$ cat src/rtl/aes_block_serializer.sv
// -----------------------------------------------------------------------------
// aes_block_serializer
//
// Purpose:
//   Turns whole AES state or ciphertext blocks from the final round register
//   into a beat stream for the byte-wide output port. The input and output
//   sides both use valid/ready handshakes. A new block can be captured on the
//   same edge that the final beat of the current block transfers, so
//   back-to-back blocks stream with no idle cycle between them.
//
// Parameters:
//   DATA_W     block width in bits. It must be an integer multiple of OUT_W.
//   OUT_W      output beat width in bits.
//   MSB_FIRST  1: beat 0 is the top OUT_W bits (FIPS-197 byte order).
//              0: beat 0 is the bottom OUT_W bits.
//   CNT_W      width of the completed-block counter.
//
// Ports:
//   clk        rising-edge clock
//   rstn       synchronous active-low reset
//   in_valid   in_data holds a block to be sent
//   in_ready   block is accepted this cycle (combinational, no path from in_valid)
//   in_data    block to serialize
//   out_valid  out_data holds a valid beat
//   out_ready  downstream accepts the beat this cycle
//   out_data   current beat
//   out_last   current beat is the final beat of its block
//   blk_count  number of fully sent blocks, modulo 2^CNT_W
// -----------------------------------------------------------------------------
module aes_block_serializer #(
    parameter int DATA_W    = 128,
    parameter int OUT_W     = 8,
    parameter bit MSB_FIRST = 1'b1,
    parameter int CNT_W     = 16
) (
    input  logic              clk,
    input  logic              rstn,
    input  logic              in_valid,
    output logic              in_ready,
    input  logic [DATA_W-1:0] in_data,
    output logic              out_valid,
    input  logic              out_ready,
    output logic [OUT_W-1:0]  out_data,
    output logic              out_last,
    output logic [CNT_W-1:0]  blk_count
);

    localparam int NBEATS = DATA_W / OUT_W;
    localparam int BEAT_W = (NBEATS > 1) ? $clog2(NBEATS) : 1;

    typedef enum logic {
        IDLE = 1'b0,
        SEND = 1'b1
    } state_t;

    state_t              state_reg,     state_next;
    logic [DATA_W-1:0]   shift_reg,     shift_next;
    logic [BEAT_W-1:0]   beat_reg,      beat_next;
    logic [CNT_W-1:0]    blk_count_reg, blk_count_next;

    logic [DATA_W-1:0]   shifted;
    logic                last_beat;
    logic                beat_xfer;

    // The current beat always sits at the output end of the shift register.
    // Each transfer moves the next beat into that position and fills the
    // vacated end with zeros.
    generate
        if (NBEATS == 1) begin : g_single_beat
            assign shifted  = '0;
            assign out_data = shift_reg[OUT_W-1:0];
        end else if (MSB_FIRST) begin : g_msb_first
            assign shifted  = {shift_reg[DATA_W-OUT_W-1:0], {OUT_W{1'b0}}};
            assign out_data = shift_reg[DATA_W-1 -: OUT_W];
        end else begin : g_lsb_first
            assign shifted  = {{OUT_W{1'b0}}, shift_reg[DATA_W-1:OUT_W]};
            assign out_data = shift_reg[OUT_W-1:0];
        end
    endgenerate

    assign last_beat = (beat_reg == BEAT_W'(NBEATS - 1));
    assign out_valid = (state_reg == SEND);
    assign out_last  = out_valid && last_beat;
    assign beat_xfer = out_valid && out_ready;
    // Accept the next block in IDLE, and also on the final-beat transfer.
    // The second case gives back-to-back streaming with no bubble.
    assign in_ready  = (state_reg == IDLE) || (beat_xfer && last_beat);
    assign blk_count = blk_count_reg;

    always_ff @(posedge clk) begin
        if (!rstn) begin
            state_reg     <= IDLE;
            shift_reg     <= '0;
            beat_reg      <= '0;
            blk_count_reg <= '0;
        end else begin
            state_reg     <= state_next;
            shift_reg     <= shift_next;
            beat_reg      <= beat_next;
            blk_count_reg <= blk_count_next;
        end
    end

    always_comb begin
        state_next     = state_reg;
        shift_next     = shift_reg;
        beat_next      = beat_reg;
        blk_count_next = blk_count_reg;

        case (state_reg)
            IDLE: begin
                if (in_valid) begin
                    shift_next = in_data;
                    beat_next  = '0;
                    state_next = SEND;
                end
            end
            SEND: begin
                // When out_ready is low (a stall), nothing changes. The
                // current beat and out_last stay stable.
                if (beat_xfer) begin
                    if (last_beat) begin
                        blk_count_next = blk_count_reg + CNT_W'(1);
                        beat_next      = '0;
                        if (in_valid) begin
                            shift_next = in_data;
                        end else begin
                            // Going idle. out_data keeps the shifted-out
                            // residue, and downstream ignores it.
                            shift_next = shifted;
                            state_next = IDLE;
                        end
                    end else begin
                        shift_next = shifted;
                        beat_next  = beat_reg + BEAT_W'(1);
                    end
                end
            end
            default: begin
                state_next = IDLE;
            end
        endcase
    end

endmodule
$ cat config.mk
export PLATFORM = sky130hd
export DESIGN_NAME = aes_block_serializer
export DESIGN_NICKNAME = d
export VERILOG_FILES = /design/src/rtl/aes_block_serializer.sv
export SDC_FILE = /design/constraint.sdc
export NUM_CORES = 1
export LEC_CHECK = 0
export ABC_AREA = 1
export BUFFER_PORTS_ARGS = -buffer_cell sky130_fd_sc_hd__buf_2
export CORE_AREA = 2 2 125 151
export CTS_CLUSTER_SIZE = 25
export DETAILED_ROUTE_END_ITERATION = 8
export DIE_AREA = 0 0 127 153
export GPL_TIMING_DRIVEN = 0
export PLACE_DENSITY_LB_ADDON = 0.15
export SLEW_MARGIN = 20
export SYNTH_ARGS = -nofsm -noshare
export SYNTH_HDL_FRONTEND = slang
export SYNTH_SLANG_ARGS = --single-unit
$ cat constraint.sdc
create_clock -name clk -period 1.4 [get_ports clk]
set_input_delay 0.35 -clock clk [delete_from_list [all_inputs] [get_ports clk]]
set_output_delay 0.35 -clock clk [all_outputs]
set_load 0.01 [all_outputs]
==> flow_summary.yaml, run 1 <==
power_and_ir_drop:
  leakage_nw: 4.98
  ir_worst_vdd_uv: 866
  power_density_nw_per_um2: 1230
die:
  core_um2: 18000
  fp-row-count: 54
  io_pins: 159
  die_area_um2: 19400
  die_x_um: 127
  die_y_um: 153
  initial_utilization_pct: 38.2
synth:
  post-synth-top-count-cell: "o21ai_0"
  synth_cell_types: 24
  ys_seq_elements: 149
  synth_edf_count: 0
  yosysSeqAreaShare_pct: 43.4
  synthCells: 997
  synthFlopType: "dfxtp_1"
  syn_area_um2: 6870
  synth_common_cells: "o21ai_0 (175), nand2_1 (168), dfxtp_1 (149)"
  synth.net_count: 1131
  synthMuxAreaShare_pct: 0
  yosysWarnings: 0
  yosysTopAreaCell: "dfxtp_1"
  synthArstFlopShare_pct: 0
  synth_compound_area_share_pct: 29.1
  netlist_top_cells_area: "dfxtp_1 (43%), o21ai_0 (13%), a21oi_1 (9.7%)"
  yosys.area_share.simple_pct: 12.8
  synth.avg_cell_area_um2: 6.89
  synth_adder_area_share_pct: 0.364
  synth-xor-area-share_pct: 0.127
  synth_top_family_by_area: "compound AO/OA/AOI/OAI gates"
  netlist.area_leader.share_pct: 43.4
worst_setup_path:
  cpPeakStageDelay_ns: 0.35
  arrival_ns: 1.45
  worstPathRequired_ns: 1.05
  critPathSlowestCell: "dfxtp_2"
  worstSetupEndpoint: "in_ready"
  crit_start: "beat_reg[1]"
  critPathCaptureType: "output port"
  r2r-end: "shift_reg[14]"
  rr_startpoint: "beat_reg[1]"
  reg2regPathDepth: 11
  path_class: "reg2out"
  ff2ff_setup_slack_ns: -0.38
  cp-start-kind: "flop"
  cp_cell_sequence: "ha_4 > nand3_4 > nor2_4 > buf_6 > inv_8 > nand2_4 > buf_6"
  path_max_fanout: 2
  cpMostUsedCell: "buf_6"
detailed_routing:
  final_antenna_net_count: 0
  via_per_inst: 4.97
  wl_per_cell_um: 14.8
  drt-initial-drc-count: 410
  remaining_drc_errors: 0
  dr.pass1.iters: 5
  routed_wl_mm: 21.6
  vias: 7225
cts:
  cts_buffers: 17
  path_clk_slew_ns: 0.06
  h-tree-depth: 4
  cts.sinks: 149
  holdBufCountCts: 0
  worstSkewPairLatency_ns: 0.42
  clockRootBuffer: "clkbuf_16"
  tritoncts: "built"
  clk_path_buf_depth: 2
status:
  outcome: "complete, but fails checks"
  violations: "negative setup slack"
place:
  pre_cts_ws_ns: -0.575
  hpwl_mm: 14.1
  place_congestion: 0.860
  dpl.cell_count: 1378
  port_buffers: 157
finish:
  fillCellCount: 1735
  diodes: 0
  area_delta_synth_final_pct: 50.1
  layout-drive-gt1-share_pct: 37.2
  largest_reg_flops: 128
  fin_cells: 1454
  fin_util_pct: 57.4
  fin_nets: 1352
sta:
  final_max_slew_viol_count: 0
  rsz0062_at_grt: "yes"
  slew_headroom_pct: 58.6
  tns_ns: -39.29
  setup_viol: 137
  period_needed_ns: 1.80
  period_share_pct: 129
  worst_slew_pin_slew_ns: 0.621
  finClkSkew_ns: 0.00897
  setup_slack_ns: -0.399
  fmaxAchievable_ghz: 0.556
  finalHoldViolations: 0
worst_hold_path:
  hp-class: "in2reg"
global_route:
  antenna_found_initial: 0
  grt-ovfl-total: 0
  grt_max_degree: 17
  grt_pass1_vias: 6773
  track_usage_pct: 21.0
  grt_first_pass_wirelength_mm: 33.0
flow_run:
  drv_cap: 0
## worst min-delay path by stage
stage,cells after the start,end,from,slack [ns]
final,5,shift_reg[7],in_data[7],0.27
after global routing,5,shift_reg[92],in_data[92],0.28
after CTS,5,shift_reg[58],in_data[58],0.26
after detailed placement,1,beat_reg[0],beat_reg[0],0.47
after global placement,1,beat_reg[0],beat_reg[0],0.47
after floorplan,1,beat_reg[0],beat_reg[0],0.45
## timing repair
item | in CTS | in global routing
gates cloned | 13 | 3
gates resized for setup | 96 | 214
setup endpoints to repair | 145 | 152
setup buffers | 17 | 20
pin swaps | 13 | 61
## placed cells by master (no fill, tap or decap), drive strengths merged
master	count
clkinvlp	1
buf	256
clkbuf	43
dfxtp	149
a211oi	2
xor2	1
nand4	3
a21oi	133
inv	150
bufinv	8
nand2	169
nor2	33
clkinv	4
o21bai	1
ha	2
o211ai	8
nor3	5
o21ai	248
nand3	14
## final cells by class
type / instances / area [um2] / area share [%]
tap: 224 / 280 / 2.72
clock buffer: 18 / 429 / 4.16
buffer: 75 / 601 / 5.82
inverter: 150 / 573 / 5.56
clock inverter: 13 / 279 / 2.70
sequential: 149 / 3000 / 29.1
timing repair buffer: 206 / 1630 / 15.8
multi-input combinational: 619 / 3520 / 34.1
## report_power, final
part	internal (mW)	switching [mW]	leakage (nW)	total [mW]
Combinational	1.09	1.19	3.40	2.28
Clock	3.70	1.86	0.340	5.56
Sequential	4.62	0.236	1.24	4.86
Total	9.41	3.29	4.98	12.7
## routing by layer
layer	vias up	track usage [%]	wire length, um
met3	21	3.96	923
met1	3327	26.1	9190
li1	3690	-	-
met2	187	37.2	11200
met5	-	0	0
met4	0	5.76	257
## per-stage QoR
stage               hold WS (ns)  cell area [um2]  power [mW]
CTS                        0.257             9550        12.4
global route               0.280            10300        13.2
detailed placement         0.473             8060        6.50
finish                     0.273            10300        12.7
global placement           0.473             8060        6.50
floorplan                  0.453             6990        5.93
## worst max-delay path: cells and delay by family, from the launching register on
family,cells,cell delay [ns]
adder cells (fa/ha/maj),1,0.15
flip-flops,1,0.35
buffers and inverters,3,0.26
AND/OR/NAND/NOR,3,0.26
## logic make-up after synthesis
family / after synthesis
xor gates and xnor gates: 1
adders and majority gates: 2
buffers and inverters: 229
AOI/OAI and AO/OA: 392
and+or+nand+nor: 224
DFF: 149
(Power assumes the default switching activity.)
==> run 2: changes to the inputs <==
Settings changed: CORE_AREA 2 2 125 151 to 3 3 126 152, DIE_AREA 0 0 127 153 to 0 0 129 155, SLEW_MARGIN 20 to not set.
==> flow_summary.yaml, run 2 (same netlist as run 1, synthesis figures left out) <==
status:
  outcome: "complete, but fails checks"
  violations: "negative setup slack"
sta:
  final_max_slew_viol_count: 0
  timing.hold.ws_ns: 0.263
  finClkSkew_ns: 0.00779
  period_needed_ns: 1.79
  tns_ns: -38.55
  finalHoldViolations: 0
  worst_slew_pin_slew_ns: 0.645
  setup_viol: 139
  slew_headroom_pct: 57.0
  period_share_pct: 128
  rsz0062_at_grt: "yes"
  fmaxAchievable_ghz: 0.560
  setup_slack_ns: -0.387
worst_setup_path:
  cp_cell_sequence: "ha_4 > nand3_4 > buf_6 > o21ai_4 > buf_12 > buf_12 > buf_16 > buf_8 > nand2_2 > o21ai_2 > a21oi_1"
  critPathCaptureType: "flop"
  cpMostUsedCell: "buf_12"
  arrival_ns: 2.09
  crit_family: "buffers and inverters"
  worstPathRequired_ns: 1.70
  critPathSlowestCell: "dfxtp_4"
  ff2ff_setup_slack_ns: -0.39
  path_buf_inv: 5
  path_class: "reg2reg"
  reg2regPathDepth: 11
  cp-start-kind: "flop"
  cpPeakStageDelay_ns: 0.36
  r2r-end: "shift_reg[47]"
  path_max_fanout: 6
  rr_startpoint: "beat_reg[1]"
  crit_start: "beat_reg[1]"
detailed_routing:
  via_per_inst: 5.06
  routed_wl_mm: 22.4
  vias: 7359
  wl_met1_mm: 9.62
  wl_met2_mm: 11.3
  dr.pass1.iters: 9
  remaining_drc_errors: 0
  drt-initial-drc-count: 381
  wl_per_cell_um: 15.4
  met3RoutedLength_um: 938
  final_antenna_net_count: 0
  highest_layer: "met4"
die:
  fp-row-count: 53
  initial_utilization_pct: 39.0
  io_pins: 159
  die_area_um2: 20000
  core_um2: 17600
  die_x_um: 129
  die_y_um: 155
finish:
  largest_reg_flops: 128
  final_cell_mix: "buf_2 (165), dfxtp_1 (141), inv_1 (140)"
  final_common_cell: "buf_2"
  fillCellCount: 1534
  fin_nets: 1356
  fin_util_pct: 62.4
  area_delta_synth_final_pct: 60.3
  diodes: 0
  layout-drive-gt1-share_pct: 46.4
  seq_area_um2: 3000
  multi_input_area_um2: 4180
cts:
  tritoncts: "built"
  cts.sinks: 149
  cts_buffers: 17
  clk_path_buf_depth: 2
  clockRootBuffer: "clkbuf_16"
  h-tree-depth: 4
  worstSkewPairLatency_ns: 0.42
  path_clk_slew_ns: 0.06
power_and_ir_drop:
  fin_total_pwr_mw: 12.0
  power_density_nw_per_um2: 1090
  ir_worst_vdd_uv: 873
  netSwitchingPower_mw: 3.43
  switching_share_pct: 28.6
  leakage_nw: 5.20
  combinationalPowerShare_pct: 21.7
  p_seq_share_pct: 41.0
  internal-power_mw: 8.57
  clkPwrFrac_pct: 37.3
flow_run:
  drv_cap: 0
global_route:
  grt-ovfl-total: 0
  antenna_found_initial: 0
  grt_pass1_vias: 6878
  grt_first_pass_wirelength_mm: 33.3
  grt_max_degree: 17
  track_usage_pct: 20.6
place:
  place_congestion: 0.859
  hpwl_mm: 14.1
  port_buffers: 157
worst_hold_path:
  min_to: "shift_reg[77]"
  min_path_cells: 5
  hold_start: "in_data[77]"
  hp-class: "in2reg"
-- run 2: cell count changes in the layout (fill, tap and decap cells not counted), sizes merged --
cell      change
clkinv        +2
bufinv        -6
buf           -4
clkbuf       +12
clkinvlp      +1
-- run 2: how the worst max path moves through the flow --
stage                     endpoint  cells past startpoint
floorplan           shift_reg[100]                      8
global placement    shift_reg[119]                      6
detailed placement  shift_reg[122]                      6
CTS                       in_ready                      7
global route         shift_reg[47]                     11
finish               shift_reg[47]                     11
-- run 2: timing repair --
item                                    4_1_cts  5_1_grt
hold buffers                                  0        0
pin swaps                                     3       98
hold endpoints to repair                      0        0
endpoints found under the setup margin      142      153
resized for setup                           105      410
setup buffers                                16       18
gates cloned                                 11       11
-- run 2: area by class of cell --
type | count | area share, %
clock inverter | 10 | 0.954
inverter | 150 | 5.20
tap | 220 | 2.50
clock buffer | 22 | 4.21
buffer | 73 | 5.67
multi-input combinational | 619 | 37.9
timing repair buffer | 212 | 16.3
sequential | 149 | 27.2
-- run 2: routing by layer --
metal	vias to the layer above	global-route usage, %
met3	39	3.74
met4	0	7.55
met2	219	34.0
met1	3403	26.8
met5	-	0
li1	3698	-
-- run 2: metrics by stage --
stage / area [um2] / cells / setup slack [ns]
after floorplan: 6990 / 997 / -0.00800
after global placement: 8050 / 1374 / -0.532
after detailed placement: 8050 / 1374 / -0.535
after CTS: 9350 / 1433 / -0.408
after global routing: 11000 / 1455 / -0.454
final: 11000 / 1455 / -0.387
-- run 2: power by group through the flow --
stage	clock network, mW	logic, mW	registers, mW
4_1_cts	4.52	1.92	4.83
3_5_place_dp	0	1.59	4.91
2_1_floorplan	0	1.09	4.84
5_1_grt	4.72	2.84	4.96
3_3_place_gp	0	1.59	4.91
6_report	4.48	2.60	4.92
-- run 2: worst min-delay path, delay by kind of cell --
family	cells	cell delay, ns
buffers and inverters	2	0.14
AOI/OAI and AO/OA	2	0.10
and+or+nand+nor	1	0.05
==> run 3: changes to the inputs <==
Settings changed: BUFFER_PORTS_ARGS -buffer_cell sky130_fd_sc_hd__buf_2 to not set, DONT_BUFFER_PORTS set to 1.
==> flow_summary.yaml, run 3 (same netlist as run 1, synthesis figures left out) <==
worst_setup_path:
  cp-start-kind: "flop"
  cpPeakStageDelay_ns: 0.35
  arrival_ns: 1.36
  critPathSlowestCell: "dfxtp_2"
  critPathCaptureType: "output port"
  cp_cell_sequence: "ha_4 > nand3_4 > nor2_4 > buf_6 > inv_6 > nand2_4"
  worstPathRequired_ns: 1.05
  path_buf_inv: 2
  path_class: "reg2out"
  path_max_fanout: 4
  crit_family: "flip-flops"
sta:
  finalHoldViolations: 0
  period_needed_ns: 1.71
  period_share_pct: 122
  timing.hold.ws_ns: 0.151
  setup_slack_ns: -0.314
  finClkSkew_ns: 0.00671
  worst_slew_pin_slew_ns: 0.670
  setup_viol: 136
  slew_headroom_pct: 55.3
  rsz0062_at_grt: "yes"
  tns_ns: -30.48
  final_max_slew_viol_count: 0
  fmaxAchievable_ghz: 0.583
detailed_routing:
  wl_per_cell_um: 16.7
  routed_wl_mm: 21.5
  dr.pass1.iters: 5
  remaining_drc_errors: 0
  final_antenna_net_count: 0
  via_per_inst: 5.14
  drt-initial-drc-count: 341
  vias: 6615
cts:
  clockRootBuffer: "clkbuf_16"
  path_clk_slew_ns: 0.06
  h-tree-depth: 4
  cts_buffers: 17
  clk_path_buf_depth: 2
  cts.sinks: 149
  tritoncts: "built"
  worstSkewPairLatency_ns: 0.42
finish:
  area_delta_synth_final_pct: 50.4
  fillCellCount: 1570
  layout-drive-gt1-share_pct: 40.5
  final_common_cell: "dfxtp_1"
  fin_util_pct: 58.6
  final_cell_mix: "dfxtp_1 (142), inv_1 (140), nand2_4 (111)"
  largest_reg_flops: 128
  diodes: 0
  fin_nets: 1187
power_and_ir_drop:
  ir_worst_vdd_uv: 784
  leakage_nw: 4.66
  power_density_nw_per_um2: 1160
die:
  die_x_um: 129
  die_area_um2: 20000
  core_um2: 17600
  initial_utilization_pct: 39.0
  die_y_um: 155
  io_pins: 159
  fp-row-count: 53
global_route:
  grt-ovfl-total: 0
  grt_pass1_vias: 6578
  grt_first_pass_wirelength_mm: 33.6
  grt_max_degree: 17
  track_usage_pct: 21.1
  antenna_found_initial: 0
place:
  place_congestion: 0.829
  pre_cts_ws_ns: -0.499
  hpwl_mm: 13.9
  port_buffers: 0
status:
  outcome: "complete, but fails checks"
  violations: "negative setup slack"
flow_run:
  drv_cap: 0
worst_hold_path:
  hp-class: "in2reg"
run 3: what timing repair did:
action | in CTS | in global routing
buffers inserted | 22 | 6
setup endpoints to repair | 146 | 149
pin swaps | 103 | 111
gates cloned | 17 | 1
hold buffers | 0 | 0
gates resized for setup | 324 | 247
run 3: path summary, 6_finish.rpt:
path / from / endpoint / slack, ns / cells past startpoint
worst max-delay path: beat_reg[1] / in_ready / -0.31 / 6
worst max register to register: beat_reg[1] / shift_reg[54] / -0.30 / 10
worst min-delay path: in_data[5] / shift_reg[5] / 0.15 / 4
worst min register to register: shift_reg[105] / shift_reg[113] / 0.51 / 2
run 3: metrics by stage:
stage,power [mW],cells,cell area [um2]
final,11.9,1286,10300
after global routing,12.4,1286,10300
after CTS,11.6,1288,9440
after detailed placement,6.32,1217,7270
after global placement,6.32,1217,7270
after floorplan,5.93,997,6990
run 3: power breakdown:
| part | total, mW | switching, mW | internal (mW) |
|---|---|---|---|
| Combinational | 2.48 | 1.36 | 1.12 |
| Sequential | 4.91 | 0.284 | 4.62 |
| Clock | 4.57 | 1.77 | 2.80 |
| Total | 11.9 | 3.41 | 8.54 |
run 3: final cells by class:
type	instances	area, um2	share of cell area (%)
plain buffers	79	758	7.34
well taps	220	275	2.66
flip-flops and latches	149	3000	29.0
multi-input cells	619	4470	43.3
inverters	150	568	5.50
clock buffers	23	488	4.72
repair buffers	37	673	6.51
clock inverters	9	100	0.969
run 3: per-layer routing:
| metal | global-route usage [%] | wire, um | up-vias |
|---|---|---|---|
| met2 | 35.1 | 11000 | 144 |
| li1 | - | - | 3364 |
| met4 | 6.55 | 346 | 0 |
| met1 | 27.3 | 9180 | 3076 |
| met5 | 0 | 0 | - |
| met3 | 4.57 | 1000 | 31 |
run 3: worst register-to-register path, delay by kind of cell, from the launching register on:
kind / cells / cell delay (ns)
adder cells (fa/ha/maj): 1 / 0.15
buffers and inverters: 4 / 0.60
AND/OR/NAND/NOR: 2 / 0.15
flip-flops: 1 / 0.35
AO/OA/AOI/OAI: 3 / 0.33
